===== src/rtl/branch_predictor.sv =====
// Direct-mapped branch target buffer with 2-bit saturating direction counters.
// Fetch reads it combinationally; execute trains it on every resolved branch
// or jump. It also keeps saturating hit and mispredict event counters.

// One BTB entry: valid, tag, target and 2-bit direction counter.
module bp_entry #(
    parameter int DATA_WIDTH = 32,
    parameter int TAG_W      = 26
) (
    input  logic                  clk,
    input  logic                  rst,
    input  logic                  flush_i,
    input  logic                  hit_upd_i,
    input  logic                  alloc_i,
    input  logic                  upd_taken_i,
    input  logic [TAG_W-1:0]      upd_tag_i,
    input  logic [DATA_WIDTH-1:0] upd_target_i,
    output logic                  valid_o,
    output logic [TAG_W-1:0]      tag_o,
    output logic [DATA_WIDTH-1:0] target_o,
    output logic [1:0]            ctr_o
);

    localparam logic [1:0] CTR_SNT = 2'b00;
    localparam logic [1:0] CTR_WNT = 2'b01;
    localparam logic [1:0] CTR_WT  = 2'b10;
    localparam logic [1:0] CTR_ST  = 2'b11;

    logic                  valid_q, valid_d;
    logic [TAG_W-1:0]      tag_q, tag_d;
    logic [DATA_WIDTH-1:0] target_q, target_d;
    logic [1:0]            ctr_q, ctr_d;

    // Next entry state: flush beats allocation beats a training update.
    always_comb begin
        valid_d  = valid_q;
        tag_d    = tag_q;
        target_d = target_q;
        ctr_d    = ctr_q;
        if (flush_i) begin
            valid_d = 1'b0;
        end else if (alloc_i) begin
            valid_d  = 1'b1;
            tag_d    = upd_tag_i;
            target_d = upd_target_i;
            ctr_d    = CTR_WT;
        end else if (hit_upd_i) begin
            if (upd_taken_i) begin
                target_d = upd_target_i;
                if (ctr_q != CTR_ST) ctr_d = ctr_q + 2'd1;
            end else begin
                if (ctr_q != CTR_SNT) ctr_d = ctr_q - 2'd1;
            end
        end
    end

    // Entry storage; reset leaves entries invalid and weakly not-taken.
    always_ff @(posedge clk or negedge rst) begin
        if (!rst) begin
            valid_q  <= 1'b0;
            tag_q    <= '0;
            target_q <= '0;
            ctr_q    <= CTR_WNT;
        end else begin
            valid_q  <= valid_d;
            tag_q    <= tag_d;
            target_q <= target_d;
            ctr_q    <= ctr_d;
        end
    end

    assign valid_o  = valid_q;
    assign tag_o    = tag_q;
    assign target_o = target_q;
    assign ctr_o    = ctr_q;

endmodule

// BTB top: lookup mux, update steering and event counters.
module branch_predictor #(
    parameter int DATA_WIDTH = 32,
    parameter int ENTRIES    = 16,
    parameter int INDEX_BITS = $clog2(ENTRIES)
) (
    input  logic                  clk,
    input  logic                  rst,
    input  logic [DATA_WIDTH-1:0] fetch_pc,
    output logic                  predict_valid,
    output logic                  predict_taken,
    output logic [DATA_WIDTH-1:0] predict_target,
    input  logic                  update_en,
    input  logic [DATA_WIDTH-1:0] update_pc,
    input  logic                  update_taken,
    input  logic [DATA_WIDTH-1:0] update_target,
    input  logic                  update_mispredict,
    input  logic                  flush,
    output logic [31:0]           hit_count,
    output logic [31:0]           mispredict_count
);

    localparam int TAG_W = DATA_WIDTH - INDEX_BITS - 2;

    logic [INDEX_BITS-1:0] f_idx, u_idx;
    logic [TAG_W-1:0]      f_tag, u_tag;

    logic [ENTRIES-1:0]                 ent_valid;
    logic [ENTRIES-1:0][TAG_W-1:0]      ent_tag;
    logic [ENTRIES-1:0][DATA_WIDTH-1:0] ent_target;
    logic [ENTRIES-1:0][1:0]            ent_ctr;

    logic u_hit;
    logic [31:0] hit_cnt_q, hit_cnt_d;
    logic [31:0] mp_cnt_q, mp_cnt_d;

    // Word-aligned PCs: low two bits never take part in index or tag.
    assign f_idx = fetch_pc[INDEX_BITS+1:2];
    assign f_tag = fetch_pc[DATA_WIDTH-1:INDEX_BITS+2];
    assign u_idx = update_pc[INDEX_BITS+1:2];
    assign u_tag = update_pc[DATA_WIDTH-1:INDEX_BITS+2];

    assign u_hit = ent_valid[u_idx] && (ent_tag[u_idx] == u_tag);

    // Only the indexed entry sees an update; flush drops it entirely.
    for (genvar g = 0; g < ENTRIES; g++) begin : g_ent
        localparam logic [INDEX_BITS-1:0] IDX = INDEX_BITS'(g);
        logic sel;
        assign sel = update_en && !flush && (u_idx == IDX);

        bp_entry #(
            .DATA_WIDTH (DATA_WIDTH),
            .TAG_W      (TAG_W)
        ) u_ent (
            .clk          (clk),
            .rst          (rst),
            .flush_i      (flush),
            .hit_upd_i    (sel && u_hit),
            .alloc_i      (sel && !u_hit && update_taken),
            .upd_taken_i  (update_taken),
            .upd_tag_i    (u_tag),
            .upd_target_i (update_target),
            .valid_o      (ent_valid[g]),
            .tag_o        (ent_tag[g]),
            .target_o     (ent_target[g]),
            .ctr_o        (ent_ctr[g])
        );
    end

    // Zero-latency lookup; target is forced to zero on a miss.
    always_comb begin
        predict_valid  = ent_valid[f_idx] && (ent_tag[f_idx] == f_tag);
        predict_taken  = predict_valid && ent_ctr[f_idx][1];
        predict_target = predict_valid ? ent_target[f_idx] : '0;
    end

    // Saturating event counters; mispredict is only meaningful with update_en.
    always_comb begin
        hit_cnt_d = hit_cnt_q;
        mp_cnt_d  = mp_cnt_q;
        if (predict_valid && (hit_cnt_q != 32'hFFFF_FFFF))
            hit_cnt_d = hit_cnt_q + 32'd1;
        if (update_en && update_mispredict && (mp_cnt_q != 32'hFFFF_FFFF))
            mp_cnt_d = mp_cnt_q + 32'd1;
    end

    // Counter registers; cleared only by reset, never by flush.
    always_ff @(posedge clk or negedge rst) begin
        if (!rst) begin
            hit_cnt_q <= '0;
            mp_cnt_q  <= '0;
        end else begin
            hit_cnt_q <= hit_cnt_d;
            mp_cnt_q  <= mp_cnt_d;
        end
    end

    assign hit_count        = hit_cnt_q;
    assign mispredict_count = mp_cnt_q;

endmodule


===== config.mk =====
export PLATFORM = sky130hd
export DESIGN_NAME = branch_predictor
export DESIGN_NICKNAME = d
export VERILOG_FILES = /design/src/rtl/branch_predictor.sv
export SDC_FILE = /design/constraint.sdc
export NUM_CORES = 2
export LEC_CHECK = 0
export CAP_MARGIN = 20
export CORE_UTILIZATION = 57
export CTS_CLUSTER_DIAMETER = 200
export CTS_CLUSTER_SIZE = 30
export DETAILED_ROUTE_END_ITERATION = 8
export GPL_TIMING_DRIVEN = 0
export PLACE_DENSITY = 0.72
export SYNTH_ARGS = -nofsm -noshare
export SYNTH_HDL_FRONTEND = slang
export SYNTH_SLANG_ARGS = --single-unit

===== constraint.sdc =====
create_clock -name clk -period 11.43 [get_ports clk]
set_input_delay 2.8575 -clock clk [delete_from_list [all_inputs] [get_ports clk]]
set_output_delay 2.8575 -clock clk [all_outputs]
set_load 0.01 [all_outputs]

Yosys cells after proc, flatten, opt, wreduce, memory -nomap -nowiden

Cells that the tools add are included.
W data, S select, Z words.

Register bits: 1040
Input bits: 102
Output and inout port bits: 98
Word-level logic and storage cells: 514

$add $sub $neg: 34
$lt $le $gt $ge: 2
Eq/ne operators: 51
Muxes and demuxes: 158
Bitwise gates (word level): 1
Reductions and logical operators: 202

Operators with widths:

| operator                | number |
|---|---|
| $mux W32                | 35 |
| $bmux W26 S4            | 2 |
| $mux W2                 | 81 |
| $bmux W32 S4            | 1 |
| $reduce_bool A2 Y1      | 64 |
| $logic_and A1 B1 Y1     | 71 |
| $add A32 B1 Y32 const B | 2 |
| $ne A32 B32 Y1 const B  | 2 |
| $reduce_and A4 Y1       | 16 |
| $eq A26 B26 Y1          | 2 |
| $mux W26                | 2 |
| $ne A3 B1 Y1 const B    | 16 |
| $reduce_and A3 Y1       | 16 |
| $reduce_bool A3 Y1      | 16 |
| $mux W1                 | 34 |
| $add A2 B1 Y2 const B   | 16 |
| $eq A4 B4 Y1 const B    | 8 |
| $ne A2 B2 Y1 const B    | 16 |
| $reduce_and A2 Y1       | 16 |
| $sub A2 B1 Y2 const B   | 16 |
| $eq A4 B3 Y1 const B    | 4 |
| $lt A4 B5 Y1 const B    | 2 |
| $bmux W1 S4             | 2 |
| $bmux W2 S4             | 1 |
| other kinds (5)         | 7 |

Depth between registers and ports, before layout

Depth after elaboration: 9
Mapped depth: 17
Mapped depth without buffers: 9

Modules after synthesis

Synthesis repeated with hierarchy kept, for this count alone.

Cells, all modules: 3442
Area, all modules: 54123.2 µm²

Modules (own cells, without submodules):

| module           | times used | cells an instance | area each (µm²) | sequential area each (µm²) |
|---|---|---|---|---|
| bp_entry         | 16         | 140               | 2439.8          | 1527.7 |
| branch_predictor | 1          | 1202              | 15085.7         | 1601.5 |

Worst setup path after synthesis

No wires, ideal clock.

Path type: in2out
Start: input port fetch_pc[2]
End: output port predict_taken
Arrival: 5.895 ns
Required time: 8.573 ns
Slack: 2.677 ns
Stages on the path: 9
Buffers on the path: 6
Path through: buf_2 -> buf_2 -> buf_2 -> buf_2 -> buf_1 -> buf_1 -> mux4_2 -> mux4_2 -> nor2b_1

Longest elaborated chain between the ends: 5
Elaborated cells between the ends (all ways): 9
Classes of those cells: 1 x eq/ne; 6 x mux; 2 x reduce/logical

Ends and longest elaborated chain:

| what                           | RTL line | text |
|---|---|---|
| from (decl)                    | 87       | `input logic [DATA_WIDTH-1:0] fetch_pc,` |
| $bmux W26 S4                   | 150      | `predict_valid = ent_valid[f_idx] && (ent_tag[f_idx] == f_tag);` |
| $mux W26 (implied by the code) | 150      |  |
| $eq A26 B26 Y1                 | 150      |  |
| $logic_and A1 B1 Y1            | 150      |  |
| $logic_and A1 B1 Y1 (*)        | 151      | `predict_taken = predict_valid && ent_ctr[f_idx][1];` |
| to (decl)                      | 89       | `output logic predict_taken,` |

Every way passes the cells marked *; elsewhere a longest branch is shown, timed or not. The select of a mux whose other input is x is not followed.

Final worst setup path

Start: input port fetch_pc[4]
End: output port predict_target[3]

Longest elaborated chain between the ends: 5
Elaborated cells between the ends (all ways): 9
Classes of those cells: 1 x eq/ne; 7 x mux; 1 x reduce/logical

Ends and longest elaborated chain:

| what                           | RTL line | text |
|---|---|---|
| $bmux W26 S4                   | 150      |  |
| $mux W26 (implied by the code) | 150      |  |
| $eq A26 B26 Y1                 | 150      |  |
| $logic_and A1 B1 Y1            | 150      |  |
| $mux W32 (*)                   | 152      | `predict_target = predict_valid ? ent_target[f_idx] : '0;` |
| to (decl)                      | 90       | `output logic [DATA_WIDTH-1:0] predict_target,` |

Marks and branches as above.

==> run_results.csv <==
group,metric,value,unit
status,run_status,"finished clean",
timing,tightestPinTransition,1.18,ns
global_route,largest_net_degree_at_the_start_of_global_routing,123,
power,power.static_leakage,25.5,nW
route,detail_route.first_pass.iterations,6,
timing,slew_limit_headroom,0.211,
critical_path,worst-setup-path-type,"in -> out",
synth,synth_cell_type_count,66,
finish,syn2layout_area_growth,9.88,%
global_route,grt_remaining_overflow,0,
clock_tree,hold_bufs_at_cts,0,
power,p_sw_frac,0.273,
die,num_io_pins,200,
critical_path,biggest_fanout_along_the_worst_timing_path,10,
synth,seq_area_frac_synth,0.497,
timing,setup_viol_count_final,0,
critical_path,cp.required,8.57,ns
power,largest_voltage_drop_on_the_vdd_net,0.129,mV
synth,postSynthRegisterBits,1040,
power,p_sw,2.12,mW
power,clkPwrFrac,0.237,
synth,post_synth_instance_area,52400,sq um
global_route,first_global_vias,35400,
timing,clock_skew,0.0385,ns
place,portBuffers,183,
finish,stdcell_count,4893,
timing,layout_worst_path_cycle_share,0.988,
synth,syn-mean-instance-area,15.3,sq um
route,wirelength,161000,microns
clock_tree,clk_pin_slew,0.11,ns
clock_tree,cts_tree,"built",
place,pre_cts_slack,-0.960,ns
route,antenna_violating_nets_left,0,
timing,slew_viol_final,0,
critical_path,timing.reg2reg.setup_slack,6.84,ns
synth,syn_inst,3427,
place,post_dp_cell_area,56300,sq um
route,drc_violations_left,0,
place,finalWeightedCongestion,0.976,
route,post_drt_via_cell_ratio,6.81,
die,die_h,305,microns
power,cellPowerDensity,135,nW/um^2
critical_path,critical_path.endpoint_type,"primary output",
timing,layout_setup_ws,0.132,ns
timing,setup_tns,0,ns
clock_tree,h-tree-depth,2,
finish,layout_commonest_cell,"dfrtp_1",
die,die_w,305,microns
route,wire_per_inst,32.9,microns
place,dp.final_hpwl,111000,microns
timing,final_hold_viol_count,0,
flow_run,drv_cap,0,
finish,num-nets-final,3798,
clock_tree,clock_path_buffers,3,
critical_path,worst_endpoint_data_arrival_time,8.44,ns
power,power_frac_seq,0.569,
clock_tree,cts.sink_count,1040,
synth,synth_flop_cell,"dfrtp_1",
clock_tree,num_cts_buffers,40,
synth,async_flop_share,1.00,
critical_path,worstReg2RegStart,"g_ent[15].u_ent.tag_o[13]",
synth,syn_nets,3531,
global_route,grt_antenna_before_repair,12,
critical_path,reg2regPathDepth,11,
power,combinational_group_share_of_total_power,0.194,
worst_hold_path,min-delay-start,"mispredict_count[13]",
clock_tree,clock_tree.root_cell,"clkbuf_16",
die,placement_rows,110,
worst_hold_path,worstHoldPathType,"reg -> reg",
finish,post-route-util,0.636,
timing,finalWorstPathRequiredPeriod,11.30,ns
finish,layout_common_cells,"1024 x dfrtp_1, 764 x mux2_2, 355 x mux4_2",
global_route,grt_util_all_layers,0.350,
finish,fin_area,57600,sq um
route,first_iter_violations,3339,
die,floorplan.initialDensity,0.579,
synth,synth_edf_count,0,
die,total_die_area,93100,sq um
route,num_vias,33300,
global_route,wire_length_of_the_first_global_routing_pass,239000,microns
worst_hold_path,timing.hold.worst_endpoint,"mispredict_count[13]",
clock_tree,worstSkewPairLatency,0.65,ns
synth,synth.yosys.warnings,0,
power,cellInternalPower,5.66,mW
finish,final_layout_size_suffix_gt1_frac,0.408,
worst_hold_path,whs_path_depth,1,
critical_path,worstReg2RegEnd,"g_ent[6].u_ent.tag_o[7]",
timing,setup_repair_after_global_routing_missed_its_margin,"false",
timing,achievable-frequency,88.5,MHz
place,placed_cells,4816,
critical_path,timing.critical_path.from_type,"input port",
die,core_area,90600,sq um
metrics by stage:
| step | total power [mW] | hold slack [ns] |
|---|---|---|
| floorplan | 5.42 | 0.465 |
| global placement | 5.90 | 0.476 |
| detailed placement | 5.98 | 0.488 |
| CTS | 7.79 | 0.511 |
| global route | 8.06 | 0.519 |
| finish | 7.79 | 0.509 |
cells by family after synthesis:
kind of cell	synth area share
flops	0.497
xor+xnor	0.0216
compound gates	0.0276
fa+ha+maj	0.000477
buf+inv	0.0283
mux	0.390
simple gates	0.0351
power groups by stage:
stage	combinational (mW)	clock, mW	sequential [mW]
2_1_floorplan	1.04	0	4.38
3_3_place_gp	1.42	0	4.48
3_5_place_dp	1.50	0	4.49
4_1_cts	1.50	1.87	4.42
5_1_grt	1.60	1.99	4.48
6_report	1.51	1.84	4.43
area by class of cell:
cell class | count | area (sq um)
inverter | 28 | 105
timing repair buffer | 225 | 2550
buffer | 281 | 1400
fill | 6543 | 33000
sequential | 1040 | 26000
antenna | 7 | 17.5
multi-input combinational | 2078 | 24900
clock buffer | 55 | 1080
clock inverter | 3 | 28.8
tap | 1176 | 1470
layer usage:
layer | share of wire | routed length [microns] | GRT usage | vias up
li1 | - | - | - | 13400
met1 | 0.38 | 60300 | 0.448 | 17700
met2 | 0.48 | 76600 | 0.561 | 1702
met3 | 0.081 | 13100 | 0.0736 | 498
met4 | 0.067 | 10700 | 0.197 | 10
met5 | 0.00039 | 63 | 0 | -
synthesized netlist by cell type, drive strengths merged (6+ instances only):
library cell	count	area share
dfstp	16	0.0080
xnor2	69	0.012
o2bb2ai	10	0.0017
o21ai	35	0.0033
o22ai	8	0.00096
mux2	935	0.21
o22a	11	0.0018
a22oi	27	0.0039
a21oi	31	0.0030
inv	26	0.0019
nand4	26	0.0031
and2	9	0.0011
nor3	28	0.0044
a2bb2oi	15	0.0025
buf	124	0.015
o221ai	12	0.0020
or3	6	0.00072
nand2b	9	0.0011
a21o	19	0.0027
xor2	60	0.010
nor2b	40	0.0048
and3	16	0.0019
and4	6	0.0010
nand2	71	0.0051
clkbuf	157	0.011
dfrtp	1024	0.49
nor4	12	0.0020
nand3	26	0.0025
mux2i	126	0.024
a31oi	9	0.0011
mux4	355	0.15
nor2	60	0.0049
flip-flops by register name, indices dropped and copies added, names as in the netlist:
register / cells
g_ent.u_ent.tag_o: 416
g_ent.u_ent.valid_o: 16
hit_count: 32
g_ent.u_ent.target_o: 512
g_ent.u_ent.ctr_o: 32
mispredict_count: 32
repair_timing:
| action | 4_1_cts | 5_1_grt |
|---|---|---|
| cloned | 0 | 0 |
| pin swaps | 1 | 1 |
| endpoints found under the hold margin | 0 | 0 |
| resized for setup | 10 | 3 |
| setup endpoints to repair | 34 | 20 |
| buffers inserted | 1 | 1 |
how the worst max path moves through the flow:
stage	start	end	slack, ns	depth (start not counted)
2_1_floorplan	fetch_pc[2]	predict_taken	2.68	9
3_3_place_gp	rst	g_ent[6].u_ent.tag_o[9]	-36.68	1
3_5_place_dp	fetch_pc[3]	predict_target[5]	-0.96	16
4_1_cts	fetch_pc[3]	predict_target[5]	0.001	17
5_1_grt	fetch_pc[3]	predict_target[12]	0.16	11
6_report	fetch_pc[4]	predict_target[3]	0.13	14
worst max-delay path: stages:
cell	delay, ns
buf_2	0.44
buf_2	0.52
buf_4	0.42
buf_4	0.39
buf_2	0.57
mux2i_1	0.41
xor2_1	0.24
nor4_2	0.62
nand4b_1	0.17
buf_4	0.23
clkbuf_2	0.33
clkbuf_2	0.38
nor2b_1	0.23
clkdlybuf4s50_1	0.56
No activity file was read; power rests on OpenSTA's default activity.
